File: config.mk
export PLATFORM = sky130hd
export DESIGN_NAME = axi4_apb_burst_bridge
export DESIGN_NICKNAME = d
export VERILOG_FILES = /design/src/rtl/axi4_apb_burst_bridge.sv
export SDC_FILE = /design/constraint.sdc
export NUM_CORES = 1
export LEC_CHECK = 0
export BUFFER_PORTS_ARGS = -buffer_cell sky130_fd_sc_hd__buf_2
export CAP_MARGIN = 20
export CELL_PAD_IN_SITES_DETAIL_PLACEMENT = 1
export CELL_PAD_IN_SITES_GLOBAL_PLACEMENT = 1
export CORE_ASPECT_RATIO = 1.2
export CORE_MARGIN = 3
export CORE_UTILIZATION = 39
export DETAILED_ROUTE_END_ITERATION = 12
export PLACE_DENSITY_LB_ADDON = 0.1
export SKIP_LAST_GASP = 1
export SYNTH_ARGS = -nofsm -noshare
export SYNTH_HDL_FRONTEND = slang
export SYNTH_SLANG_ARGS = --single-unit
File: constraint.sdc
create_clock -name clock -period 4.4 [get_ports clock]
set_input_delay 0.88 -clock clock [delete_from_list [all_inputs] [get_ports clock]]
set_output_delay 0.88 -clock clock [all_outputs]
set_load 0.1 [all_outputs]
File: src/rtl/axi4_apb_burst_bridge.sv
// axi4_apb_burst_bridge: AXI4 slave to APB master bridge that serialises one FIXED/INCR
// burst at a time into single 32-bit APB transfers, with per-beat read and aggregated write responses.
module axi4_apb_burst_bridge #(
    parameter int ID_W   = 4,
    parameter int ADDR_W = 32
) (
    input  logic              clock,
    input  logic              reset_n,
    input  logic              awvalid,
    output logic              awready,
    input  logic [ID_W-1:0]   awid,
    input  logic [ADDR_W-1:0] awaddr,
    input  logic [7:0]        awlen,
    input  logic [2:0]        awsize,
    input  logic [1:0]        awburst,
    input  logic [2:0]        awprot,
    input  logic              wvalid,
    output logic              wready,
    input  logic [31:0]       wdata,
    input  logic [3:0]        wstrb,
    input  logic              wlast,
    output logic              bvalid,
    input  logic              bready,
    output logic [ID_W-1:0]   bid,
    output logic [1:0]        bresp,
    input  logic              arvalid,
    output logic              arready,
    input  logic [ID_W-1:0]   arid,
    input  logic [ADDR_W-1:0] araddr,
    input  logic [7:0]        arlen,
    input  logic [2:0]        arsize,
    input  logic [1:0]        arburst,
    input  logic [2:0]        arprot,
    output logic              rvalid,
    input  logic              rready,
    output logic [ID_W-1:0]   rid,
    output logic [31:0]       rdata,
    output logic [1:0]        rresp,
    output logic              rlast,
    output logic              out_psel,
    output logic              out_penable,
    output logic              out_pwrite,
    output logic [ADDR_W-1:0] out_paddr,
    output logic [2:0]        out_pprot,
    output logic [31:0]       out_pwdata,
    output logic [3:0]        out_pstrb,
    input  logic              out_pready,
    input  logic [31:0]       out_prdata,
    input  logic              out_pslverr
);
    typedef enum logic [2:0] {IDLE, WDAT, WSET, WACC, BRSP, RSET, RACC, RDAT} state_t;

    state_t            state_q, state_d;
    logic              prefer_w_q, prefer_w_d;
    logic [ID_W-1:0]   id_q, id_d;
    logic [ADDR_W-1:0] addr_q, addr_d;
    logic [7:0]        len_q, len_d;
    logic [2:0]        size_q, size_d;
    logic [1:0]        burst_q, burst_d;
    logic [2:0]        prot_q, prot_d;
    logic              err_q, err_d;
    logic [7:0]        beat_q, beat_d;
    logic [31:0]       wdata_q, wdata_d;
    logic [3:0]        wstrb_q, wstrb_d;
    logic              werr_q, werr_d;
    logic [31:0]       rdata_q, rdata_d;
    logic [1:0]        rresp_q, rresp_d;
    logic              rlast_q, rlast_d;

    logic              aw_hs, ar_hs, last, wlast_unused;
    logic [ADDR_W-1:0] next_addr;

    // Beat count comes from awlen, so wlast carries no information here.
    assign wlast_unused = wlast;

    // Ready only in IDLE; on a simultaneous request the type not served last wins.
    assign awready = reset_n && state_q == IDLE && (!arvalid || prefer_w_q);
    assign arready = reset_n && state_q == IDLE && (!awvalid || !prefer_w_q);
    assign aw_hs   = awvalid && awready;
    assign ar_hs   = arvalid && arready;
    assign last    = beat_q == len_q;
    assign next_addr = burst_q == 2'b01 ? addr_q + (ADDR_W'(1) << size_q) : addr_q;

    always_comb begin
        state_d    = state_q;
        prefer_w_d = prefer_w_q;
        id_d       = id_q;
        addr_d     = addr_q;
        len_d      = len_q;
        size_d     = size_q;
        burst_d    = burst_q;
        prot_d     = prot_q;
        err_d      = err_q;
        beat_d     = beat_q;
        wdata_d    = wdata_q;
        wstrb_d    = wstrb_q;
        werr_d     = werr_q;
        rdata_d    = rdata_q;
        rresp_d    = rresp_q;
        rlast_d    = rlast_q;
        case (state_q)
            IDLE: begin
                if (ar_hs) begin
                    state_d    = RSET;
                    prefer_w_d = 1'b1;
                    id_d       = arid;
                    addr_d     = araddr;
                    len_d      = arlen;
                    size_d     = arsize;
                    burst_d    = arburst;
                    prot_d     = arprot;
                    err_d      = arsize > 3'd2 || arburst[1];
                    beat_d     = 8'd0;
                end else if (aw_hs) begin
                    state_d    = WDAT;
                    prefer_w_d = 1'b0;
                    id_d       = awid;
                    addr_d     = awaddr;
                    len_d      = awlen;
                    size_d     = awsize;
                    burst_d    = awburst;
                    prot_d     = awprot;
                    err_d      = awsize > 3'd2 || awburst[1];
                    werr_d     = awsize > 3'd2 || awburst[1];
                    beat_d     = 8'd0;
                end
            end
            WDAT: begin
                if (wvalid) begin
                    wdata_d = wdata;
                    wstrb_d = wstrb;
                    state_d = WSET;
                end
            end
            WSET: begin
                // An unsupported burst drains its data without touching the APB bus.
                if (err_q) begin
                    beat_d  = beat_q + 8'd1;
                    state_d = last ? BRSP : WDAT;
                end else begin
                    state_d = WACC;
                end
            end
            WACC: begin
                if (out_pready) begin
                    werr_d  = werr_q | out_pslverr;
                    beat_d  = beat_q + 8'd1;
                    addr_d  = next_addr;
                    state_d = last ? BRSP : WDAT;
                end
            end
            BRSP: state_d = bready ? IDLE : BRSP;
            RSET: begin
                if (err_q) begin
                    rdata_d = 32'd0;
                    rresp_d = 2'b10;
                    rlast_d = last;
                    beat_d  = beat_q + 8'd1;
                    state_d = RDAT;
                end else begin
                    state_d = RACC;
                end
            end
            RACC: begin
                if (out_pready) begin
                    rdata_d = out_prdata;
                    rresp_d = out_pslverr ? 2'b10 : 2'b00;
                    rlast_d = last;
                    beat_d  = beat_q + 8'd1;
                    addr_d  = next_addr;
                    state_d = RDAT;
                end
            end
            RDAT: state_d = rready ? (rlast_q ? IDLE : RSET) : RDAT;
            default: state_d = IDLE;
        endcase
    end

    always_ff @(posedge clock or negedge reset_n) begin
        if (!reset_n) begin
            state_q    <= IDLE;
            prefer_w_q <= 1'b0;
            id_q       <= '0;
            addr_q     <= '0;
            len_q      <= '0;
            size_q     <= '0;
            burst_q    <= '0;
            prot_q     <= '0;
            err_q      <= 1'b0;
            beat_q     <= '0;
            wdata_q    <= '0;
            wstrb_q    <= '0;
            werr_q     <= 1'b0;
            rdata_q    <= '0;
            rresp_q    <= '0;
            rlast_q    <= 1'b0;
        end else begin
            state_q    <= state_d;
            prefer_w_q <= prefer_w_d;
            id_q       <= id_d;
            addr_q     <= addr_d;
            len_q      <= len_d;
            size_q     <= size_d;
            burst_q    <= burst_d;
            prot_q     <= prot_d;
            err_q      <= err_d;
            beat_q     <= beat_d;
            wdata_q    <= wdata_d;
            wstrb_q    <= wstrb_d;
            werr_q     <= werr_d;
            rdata_q    <= rdata_d;
            rresp_q    <= rresp_d;
            rlast_q    <= rlast_d;
        end
    end

    assign wready      = state_q == WDAT;
    assign bvalid      = state_q == BRSP;
    assign bid         = id_q;
    assign bresp       = werr_q ? 2'b10 : 2'b00;
    assign rvalid      = state_q == RDAT;
    assign rid         = id_q;
    assign rdata       = rdata_q;
    assign rresp       = rresp_q;
    assign rlast       = rlast_q;
    assign out_psel    = (state_q inside {WSET, WACC, RSET, RACC}) && !err_q;
    assign out_penable = state_q inside {WACC, RACC};
    assign out_pwrite  = (state_q inside {WSET, WACC}) && !err_q;
    assign out_paddr   = addr_q;
    assign out_pprot   = prot_q;
    assign out_pwdata  = wdata_q;
    assign out_pstrb   = out_pwrite ? wstrb_q : 4'h0;
endmodule

==> summary.md, run 1 <==
| Metric | Value |
|---|---|
| Core Area | `between 15,000 and 20,000 sq um` |
| Vias per inst | `5.31` |
| Total GRT Usage | `21.8%` |
| CP Launch Type | `flip-flop` |
| Total grt overflow | `0` |
| HP Class | `in -> async` |
| Post-synthesis sequential area ratio | `between 40% and 50%` |
| Setup bufs post-CTS | `0` |
| Status | `finished, final reports clean` |
| Clock Pin Slew Worst Setup and Hold Paths | `0.06 ns` |
| Library cells used by synthesis | `70` |
| H-tree Lvls | `4` |
| Async S/R FF share, synth | `100%` |
| Critical R2R Capture | `out_paddr[11]$_DFFE_PN0P_` |
| Met3 usage in global routing | `between 5 and 6%` |
| Critical path type | `reg -> out` |
| Area delta synth->final | `30.8%` |
| Drt initial violations | `283` |
| CTS Buf Count | `17` |
| Slew @ Worst Pin | `1.03 ns` |
| Final Critical Period | `3.42 ns` |
| Synthesized flop and latch total | `between 100 and 150` |
| Initial antenna violation count | `0` |
| GRT Max-Usage Layer | `met2` |
| Starting Density | `40.3%` |
| Largest net degree at the start of global routing | `134` |
| R2r startpoint | `size_q[0]$_DFFE_PN0P_` |
| Final instance area | `9770 sq um` |
| RSZ-0062 raised after global routing | `false` |
| DRC | `0` |
| Placed Area | `9150 sq um` |
| Die Width | `132 microns` |
| Ports | `306` |
| Clk Latency, worst-skew pair | `about 0.42 ns` |
| Final worst-path cycle share | `77.7%` |
| NumNets Final | `~1,200` |
| Layout cells sized above 1 | `39.0%` |
| # diodes | `0` |
| Commonest non-fill, non-tap cell in the layout | `buf_2` |
| R2R Setup Slk | `approximately 1.5 ns` |
| DPL Wire Length | `16,900 microns` |
| CP max FO | `22` |
| Routed Antenna Nets | `0` |
| Final Worst Setup Slack | `0.982 ns` |
| Worst Path Arrival | `2.54 ns` |
| Num rows | `54` |
| Max Root-Sink Buffers | `2` |
| CTS tree | `built` |
| Worst slack at placement | `1.35 ns` |
| Hold-fix buffers, CTS | `0` |
| Synthesized area | `approximately 7500 sq um` |
| Top FF cell, synth | `dfrtp_1` |
| CP Capture Type | `output pin` |
| Skew final | `around 0.012 ns` |
| Final Slew Violations | `0` |
| DR vias | `6,941` |
| Setup TNS | `0 ns` |
| Slew headroom | `31.3%` |
| Cells after Synth | `765` |
| Yosys warns | `0` |
| Critical Path RT | `3.52 ns` |
| Met1 Resource Use GR | `26.4%` |
| Die ar. | `about 21,000 sq um` |
| Most frequent cells in the layout | `buf_2 (301), dfrtp_1 (136), nand2_1 (119)` |
| Hold Violations, Final | `0` |
| Routability Congestion | `0.852` |
| Die height | `158 microns` |
| Reg2Reg Depth | `7` |
| Max capacitance violation total | `0` |
| Number of flops mapped to enable cells by yosys | `0` |
| IO Port Bufs | `302` |
| Max Clk Rate | `0.293 GHz` |
| Vias in the first global route | `7,058` |
| Avg Synthesized Cell Area | `9.76 sq um` |
| Clk sinks | `136` |
| First-pass GRT wire length | `36,700 microns` |
| Post-cts gate resize count | `0` |
| Avg WL per Cell | `18.0 microns` |
| Final WL | `23,500 microns` |
| Root Driver | `clkbuf_16` |
| First-pass DRT Iterations | `4` |
| Final-report setup violation count | `0` |
| GR Layer Usage met2 | `38.7%` |
==> worst max-delay path: stages (launching register included) <==
cell     delay [ns]
dfrtp_1        0.87
xor2_1         0.38
nand2_1        0.09
buf_4          0.26
inv_1          0.09
buf_2          0.42
==> how the worst max path moves through the flow <==
| stage | cells after the start | startpoint | slack [ns] | to |
|---|---|---|---|---|
| 2_1_floorplan | 4 | state_q[2]$_DFFE_PN0P_ | 0.55 | out_pstrb[0] |
| 3_3_place_gp | 7 | reset_n | 1.34 | err_q$_DFFE_PN0P_ |
| 3_5_place_dp | 4 | reset_n | 1.35 | awready |
| 4_1_cts | 5 | state_q[2]$_DFFE_PN0P_ | 0.94 | out_penable |
| 5_1_grt | 5 | state_q[2]$_DFFE_PN0P_ | 0.82 | out_penable |
| 6_report | 5 | state_q[2]$_DFFE_PN0P_ | 0.98 | out_penable |
==> metal layers <==
layer	vias up	part of all wire [%]
met2	197	51
met4	0	1.4
li1	3322	-
met5	-	0
met3	19	5.7
met1	3403	42
==> kinds of logic after synthesis <==
family	share of synthesized area, %
DFF	45.6
xor gates and xnor gates	1.99
other	0.0502
muxes	13.0
buffers and inverters	4.27
AOI/OAI and AO/OA	17.0
and+or+nand+nor	16.3
adders and majority gates	1.78
==> synth_stat cells (3+ instances only) <==
cell	n	area [sq um]
a211oi_1	11	82.6
a2bb2oi_1	6	52.6
o31ai_1	5	37.5
nand3_1	22	110
nor3_1	8	40.0
o31a_1	4	35.0
dfrtp_1	136	3400
o21ai_1	3	15.0
nand3b_1	3	22.5
mux2i_1	42	420
nor2_1	36	135
xnor2_1	6	52.6
o22ai_1	9	56.3
buf_2	17	85.1
nand2b_1	4	25.0
mux2_2	49	552
o32ai_1	3	26.3
inv_1	10	37.5
ha_1	9	113
a21o_1	9	67.6
and3b_1	4	35.0
a22o_1	4	35.0
nand4_1	10	62.6
or2_2	3	18.8
nor3b_1	4	30.0
or4_1	6	45.0
o311a_1	4	40.0
a21oi_1	33	165
o21ai_0	68	340
clkbuf_1	25	93.8
nand2_1	120	450
o211ai_1	8	60.1
and3_1	6	37.5
and2_1	6	37.5
xor2_1	11	96.3
or3_1	5	31.3
buf_4	10	75.1
a2111oi_0	3	26.3
==> area by class of cell <==
cell class | count | area, sq um
inverters | 10 | 37.5
multi-input cells | 565 | 3790
clock inverters | 13 | 169
fillers | 2239 | 8740
repair buffers | 312 | 1630
flip-flops and latches | 136 | 3400
well taps | 252 | 315
clock buffers | 19 | 433
==> metrics by stage <==
| stage | utilization (%) | std cells | hold slack [ns] |
|---|---|---|---|
| 6_report | 52.8 | 1307 | 0.269 |
| 5_1_grt | 52.8 | 1307 | 0.244 |
| 4_1_cts | 52.7 | 1306 | 0.249 |
| 3_5_place_dp | 49.4 | 1274 | 0.465 |
| 3_3_place_gp | 49.4 | 1274 | 0.458 |
| 2_1_floorplan | - | 766 | 0.451 |
==> sequential cells by signal, indices dropped and copies added, names as in the netlist, 2 cells and up <==
name,count
bid,4
wstrb_q,4
len_q,8
burst_q,2
state_q,3
rdata,32
size_q,3
beat_q,8
out_pwdata,32
out_paddr,32
out_pprot,3
Power of run 1 is not shown: default switching activity piles up to over one toggle a cycle in this logic, so the estimate is an artifact.
==> inputs of run 2 (changes only) <==
--- a/config.mk
+++ b/config.mk
@@ -5,13 +5,14 @@
 export SDC_FILE = /design/constraint.sdc
 export NUM_CORES = 1
 export LEC_CHECK = 0
+export ABC_AREA = 1
 export BUFFER_PORTS_ARGS = -buffer_cell sky130_fd_sc_hd__buf_2
 export CAP_MARGIN = 20
 export CELL_PAD_IN_SITES_DETAIL_PLACEMENT = 1
 export CELL_PAD_IN_SITES_GLOBAL_PLACEMENT = 1
 export CORE_ASPECT_RATIO = 1.2
 export CORE_MARGIN = 3
-export CORE_UTILIZATION = 39
+export CORE_UTILIZATION = 35
 export DETAILED_ROUTE_END_ITERATION = 12
 export PLACE_DENSITY_LB_ADDON = 0.1
 export SKIP_LAST_GASP = 1
==> constraint.sdc (replaced) <==
create_clock -name clock -period 3.5 [get_ports clock]
set_input_delay 0.7 -clock clock [delete_from_list [all_inputs] [get_ports clock]]
set_output_delay 0.7 -clock clock [all_outputs]
set_load 0.1 [all_outputs]
==> summary.md, run 2 <==
| Metric | Value |
|---|---|
| Status | `finished, final reports clean (unchanged)` |
| Yosys warns | `0 (unchanged)` |
| Post-synth top cells | `nand2_1 (339), dfrtp_1 (136), nor2_1 (128) (was dfrtp_1 (136), nand2_1 (120), o21ai_0 (68))` |
| Clock Pin Slew Worst Setup and Hold Paths | `0.08 ns (was 0.06 ns)` |
| Drt initial violations | `261 (was 283)` |
| Post-cts gate resize count | `0 (unchanged)` |
| Layout cells sized above 1 | `29.9% (was 39.0%)` |
| Top post-synthesis cells by area | `dfrtp_1 (43%), nand2_1 (16%), nor2_1 (6.1%), nand3_1 (5.1%), mux2_2 (4.6%) (was dfrtp_1 (46%), mux2_2 (7.4%), nand2_1 (6.0%), mux2i_1 (5.6%), o21ai_0 (4.6%))` |
| Final worst-path cycle share | `89.8%` |
| Skew final | `0.0129 ns (was 0.0124 ns)` |
| Critical Path RT | `2.80 ns (was 3.52 ns)` |
| Setup TNS | `0 ns (unchanged)` |
| Worst Path Arrival | `2.44 ns (was 2.54 ns)` |
| CP max FO | `12 (was 22)` |
| Library cells used by synthesis | `40 (was 70)` |
| Clk sinks | `136 (unchanged)` |
| Total grt overflow | `0 (unchanged)` |
| First-pass DRT Iterations | `6 (was 4)` |
| Final WL | `27,700 microns (was 23,500 microns)` |
| Starting Density | `36.1% (was 40.3%)` |
| Max capacitance violation total | `0 (unchanged)` |
| NumNets Final | `1,548 (was 1,234)` |
| Initial antenna violation count | `3 (was 0)` |
| Synthesized flop and latch total | `136 (unchanged)` |
| HP Class | `in -> async (unchanged)` |
| Die Width | `143 microns (was 132 microns)` |
| Commonest non-fill, non-tap cell in the layout | `nand2_1 (was buf_2)` |
| Largest area contributor in the netlist | `dfrtp_1 (unchanged)` |
| Final-report setup violation count | `0 (unchanged)` |
| Synthesized area | `7910 sq um (was 7470 sq um)` |
| DPL Wire Length | `20,900 microns (was 16,900 microns)` |
| Dominant cell by count in the synthesized netlist | `nand2_1 (was dfrtp_1)` |
| Most frequent cells in the layout | `nand2_1 (339), buf_2 (300), dfrtp_1 (136) (was buf_2 (301), dfrtp_1 (136), nand2_1 (119))` |
| CTS tree | `built (unchanged)` |
| Final Slew Violations | `0 (unchanged)` |
| Avg WL per Cell | `16.9 microns (was 18.0 microns)` |
| Total GRT Usage | `22.8% (was 21.8%)` |
| Max Root-Sink Buffers | `2 (unchanged)` |
| Slew headroom | `43.4% (was 31.3%)` |
| Critical path type | `reg -> out (unchanged)` |
| Root Driver | `clkbuf_16 (unchanged)` |
| DRC | `0 (unchanged)` |
| Routed Antenna Nets | `0 (unchanged)` |
| Top FF cell, synth | `dfrtp_1 (unchanged)` |
| First-pass GRT wire length | `44,500 microns (was 36,700 microns)` |
| CP Capture Type | `output pin (unchanged)` |
| Final Critical Period | `approximately 3.1 ns` |
| Top cell type's share of synthesized area | `43.0% (was 45.6%)` |
| Avg Synthesized Cell Area | `7.38 sq um (was 9.76 sq um)` |
| Slew @ Worst Pin | `0.849 ns (was 1.03 ns)` |
| H-tree Lvls | `4 (unchanged)` |
| Max Clk Rate | `0.318 GHz` |
| Ports | `306 (unchanged)` |
| Area delta synth->final | `29.5% (was 30.8%)` |
| Post-synthesis sequential area ratio | `43.0% (was 45.6%)` |
| Cells after Synth | `1,071 (was 765)` |
| Hold-fix buffers, CTS | `0 (unchanged)` |
| Vias per inst | `4.93 (was 5.31)` |
| IO Port Bufs | `302 (unchanged)` |
| DR vias | `8,117 (was 6,941)` |
| Largest net degree at the start of global routing | `67 (was 134)` |
| Number of flops mapped to enable cells by yosys | `0 (unchanged)` |
| RSZ-0062 raised after global routing | `false (unchanged)` |
| Hold Violations, Final | `0 (unchanged)` |
| Routability Congestion | `0.874 (was 0.852)` |
| Core Area | `21,900 sq um (was 18,500 sq um)` |
| Vias in the first global route | `8,596 (was 7,058)` |
| CP Launch Type | `flip-flop (unchanged)` |
| Clk Latency, worst-skew pair | `0.43 ns (was 0.42 ns)` |
| CTS Buf Count | `17 (unchanged)` |
| Setup bufs post-CTS | `0 (unchanged)` |
| Num rows | `59 (was 54)` |
| Die ar. | `24,400 sq um (was 20,900 sq um)` |
| Die height | `171 microns (was 158 microns)` |
| Async S/R FF share, synth | `100% (unchanged)` |
-- run 2: worst paths after layout --
check,cells after the start,startpoint,slack [ns],endpoint
max in group asynchronous,3,reset_n,2.03,state_q[0]$_DFFE_PN0P_
min in group clock,2,rdata[31]$_DFFE_PN0P_,0.47,rdata[31]$_DFFE_PN0P_
worst max register to register,9,state_q[2]$_DFFE_PN0P_,0.80,size_q[2]$_DFFE_PN0P_
worst max-delay path,8,state_q[2]$_DFFE_PN0P_,0.36,out_psel
worst min register to register,2,rdata[31]$_DFFE_PN0P_,0.47,rdata[31]$_DFFE_PN0P_
worst min-delay path,2,reset_n,0.28,out_paddr[6]$_DFFE_PN0P_
-- run 2: logic make-up (layout without fill, tap and decap cells) --
group,count (synthesis),in the layout,share of synthesized area [%]
compound gates,130,130,9.00
xor+xnor,12,12,1.33
fa+ha+maj,10,10,1.68
buf+inv,141,438,7.90
flops,136,136,43.0
mux,32,32,4.56
other cells,1,5,0.0474
simple gates,609,609,32.4
-- run 2: critical path, stage by stage, from the launching register on --
cell,delay (ns)
dfrtp_1,0.46
inv_2,0.18
nand3_2,0.16
nand2_2,0.29
nor2_1,0.12
inv_1,0.21
nand2_1,0.10
inv_1,0.06
buf_2,0.42
-- run 2: metal layers --
layer | part of all wire [%] | vias up | GRT usage, %
met5 | 0 | - | 0
met4 | 2.2 | 0 | 6.57
met3 | 5.3 | 34 | 5.54
met2 | 53 | 194 | 41.6
met1 | 40 | 3879 | 26.4
li1 | - | 4010 | -
-- run 2: final cells by class --
type	count	area [sq um]
Antenna cell	3	7.51
Clock buffer	17	425
Clock inverter	15	179
Fill cell	2860	11700
Inverter	91	344
Multi-Input combinational cell	795	3900
Sequential cell	136	3400
Tap cell	274	343
Timing Repair Buffer	315	1630
-- run 2: metrics by stage --
step,hold WS [ns],cells,util [%],instance area [sq um],worst slack [ns]
after floorplan,0.404,1072,-,7930,0.173
after global placement,0.454,1611,43.9,9620,0.574
after detailed placement,0.460,1611,43.9,9620,0.577
after CTS,0.278,1643,46.6,10200,0.280
after global routing,0.287,1646,46.7,10200,0.160
final,0.281,1646,46.7,10200,0.355
Power of run 2 is left out for the same reason.
==> inputs of run 3 (changes only) <==
--- a/config.mk
+++ b/config.mk
@@ -15,6 +15,7 @@
 export CORE_UTILIZATION = 35
 export DETAILED_ROUTE_END_ITERATION = 12
 export PLACE_DENSITY_LB_ADDON = 0.1
+export RECOVER_POWER = 25
 export SKIP_LAST_GASP = 1
 export SYNTH_ARGS = -nofsm -noshare
 export SYNTH_HDL_FRONTEND = slang
==> summary.md, run 3 (synthesized netlist as in run 2, its figures left out) <==
| Metric | Value |
|---|---|
| Setup bufs post-CTS | `0 (unchanged)` |
| RSZ-0062 raised after global routing | `false (unchanged)` |
| Root Driver | `clkbuf_16 (unchanged)` |
| Slew headroom | `-1.93% (was 43.4%)` |
| CP cell instances | `inv_2 > nand3_2 > nand2_2 > nor2_1 > inv_1 > nand2_1 > inv_1 > buf_2 (unchanged)` |
| Clock Pin Slew Worst Setup and Hold Paths | `0.07 ns (was 0.08 ns)` |
| Routed Antenna Nets | `0 (unchanged)` |
| Worst Path Arrival | `2.44 ns (about the same)` |
| Setup TNS | `0 ns (unchanged)` |
| Hold slack | `0.473 ns (was 0.281 ns)` |
| CP max FO | `12 (unchanged)` |
| Max Clk Rate | `0.318 GHz (about the same)` |
| HP Class | `reg -> reg (was in -> async)` |
| Most frequent cells in the layout | `nand2_1 (339), buf_2 (300), dfrtp_1 (136) (unchanged)` |
| Die Width | `143 microns (unchanged)` |
| Final WL | `27,700 microns (about the same)` |
| Die height | `171 microns (unchanged)` |
| CTS tree | `built (unchanged)` |
| NumNets Final | `1,548 (unchanged)` |
| Starting Density | `36.1% (unchanged)` |
| Failing checks | `max-capacitance violations, max-slew violations` |
| IO Port Bufs | `302 (unchanged)` |
| Area delta synth->final | `29.4% (was 29.5%)` |
| Hold Violations, Final | `0 (unchanged)` |
| Slew @ Worst Pin | `1.53 ns (was 0.849 ns)` |
| Placed Area | `9620 sq um (unchanged)` |
| Status | `finished with violations (was finished, final reports clean)` |
| Vias per inst | `4.95 (was 4.93)` |
| Total GRT Usage | `22.8% (unchanged)` |
| DRC | `0 (unchanged)` |
| R2r startpoint | `state_q[2]$_DFFE_PN0P_ (unchanged)` |
| Met3 usage in global routing | `5.54% (unchanged)` |
| Num rows | `59 (unchanged)` |
| Final Core Density | `46.7% (about the same)` |
| Avg WL per Cell | `16.8 microns (was 16.9 microns)` |
| Ports | `306 (unchanged)` |
| Fillers | `2,861 (was 2,860)` |
| Final Critical Period | `3.14 ns (about the same)` |
| Drt initial violations | `272 (was 261)` |
| Min-Delay Startpoint | `rdata[31]$_DFFE_PN0P_` |
| CP max-delay cell | `dfrtp_1 (unchanged)` |
| Post-cts gate resize count | `0 (unchanged)` |
| Final worst-path cycle share | `89.8% (about the same)` |
| Final Slew Violations | `28 (was 0)` |
| Largest net degree at the start of global routing | `67 (unchanged)` |
| First-pass DRT Iterations | `5 (was 6)` |
| Max Root-Sink Buffers | `2 (unchanged)` |
| DR vias | `8,143 (was 8,117)` |
| Total grt overflow | `0 (unchanged)` |
| Clk sinks | `136 (unchanged)` |
| Die ar. | `24,400 sq um (unchanged)` |
| Critical Path RT | `2.80 ns (about the same)` |
| CP delay by family, top | `buffers and inverters (unchanged)` |
| Hold-fix buffers, CTS | `0 (unchanged)` |
| Final instance area | `10,200 sq um (about the same)` |
| CP Capture Type | `output pin (unchanged)` |
| Critical path type | `reg -> out (unchanged)` |
| Core Area | `21,900 sq um (unchanged)` |
| CTS Buf Count | `17 (unchanged)` |
| H-tree Lvls | `4 (unchanged)` |
| Layout cells sized above 1 | `29.8% (was 29.9%)` |
| First-pass GRT wire length | `44,500 microns (unchanged)` |
| Max capacitance violation total | `1 (was 0)` |
| Bufs and invs on worst path | `4 (unchanged)` |
| CP most frequent cell | `inv_1 (unchanged)` |
| DPL Wire Length | `20,900 microns (unchanged)` |
| Routability Congestion | `0.874 (unchanged)` |
| GRT Max-Usage Layer | `met2 (unchanged)` |
| CP Launch Type | `flip-flop (unchanged)` |
| Clk Latency, worst-skew pair | `0.43 ns (about the same)` |
| Vias in the first global route | `8,596 (unchanged)` |
| Crit path largest cell delay | `0.46 ns (about the same)` |
| Worst setup path start | `state_q[2]$_DFFE_PN0P_ (unchanged)` |
| Skew final | `0.0123 ns (was 0.0129 ns)` |
| Commonest non-fill, non-tap cell in the layout | `nand2_1 (unchanged)` |
| GR Layer Usage met2 | `41.6% (unchanged)` |
| Initial antenna violation count | `3 (unchanged)` |
| Met1 Resource Use GR | `26.4% (unchanged)` |
| Final-report setup violation count | `0 (unchanged)` |
-- run 3: final cells by class --
| cell class | count | area, sq um | area share [%] |
|---|---|---|---|
| Antenna cell | 3 | 7.51 | 0.0734 |
| Clock buffer | 17 | 425 | 4.16 |
| Tap cell | 274 | 343 | 3.35 |
| Multi-Input combinational cell | 795 | 3900 | 38.2 |
| Timing Repair Buffer | 315 | 1620 | 15.9 |
| Sequential cell | 136 | 3400 | 33.3 |
| Clock inverter | 15 | 179 | 1.75 |
| Inverter | 91 | 344 | 3.36 |
-- run 3: final timing paths --
| path | cells past startpoint | endpoint | slack (ns) |
|---|---|---|---|
| setup / recovery | 8 | out_psel | 0.36 |
| hold / removal | 2 | rdata[31]$_DFFE_PN0P_ | 0.47 |
| setup reg to reg | 9 | size_q[2]$_DFFE_PN0P_ | 0.80 |
| hold reg to reg | 2 | rdata[31]$_DFFE_PN0P_ | 0.47 |
| max in group asynchronous | 3 | rdata[18]$_DFFE_PN0P_ | 0.73 |
| min in group asynchronous | 2 | out_paddr[6]$_DFFE_PN0P_ | 0.74 |
-- run 3: worst min-delay path, cell delays in order (launching register included) --
cell     delay [ns]
dfrtp_1        0.34
nand2_1        0.05
nand2_1        0.05
-- run 3: routing by layer --
layer  vias to the layer above  part of all wire (%)
met1                      3890                    40
met5                         -                     0
met2                       207                    53
met3                        34                   5.5
met4                         0                   2.2
li1                       4012                     -
-- run 3: metrics by stage --
stage	worst slack (ns)	std cells
after global placement	0.574	1611
final	0.357	1646
after global routing	0.160	1646
after floorplan	0.173	1072
after detailed placement	0.577	1611
after CTS	0.280	1643
Power of run 3 is left out for the same reason.
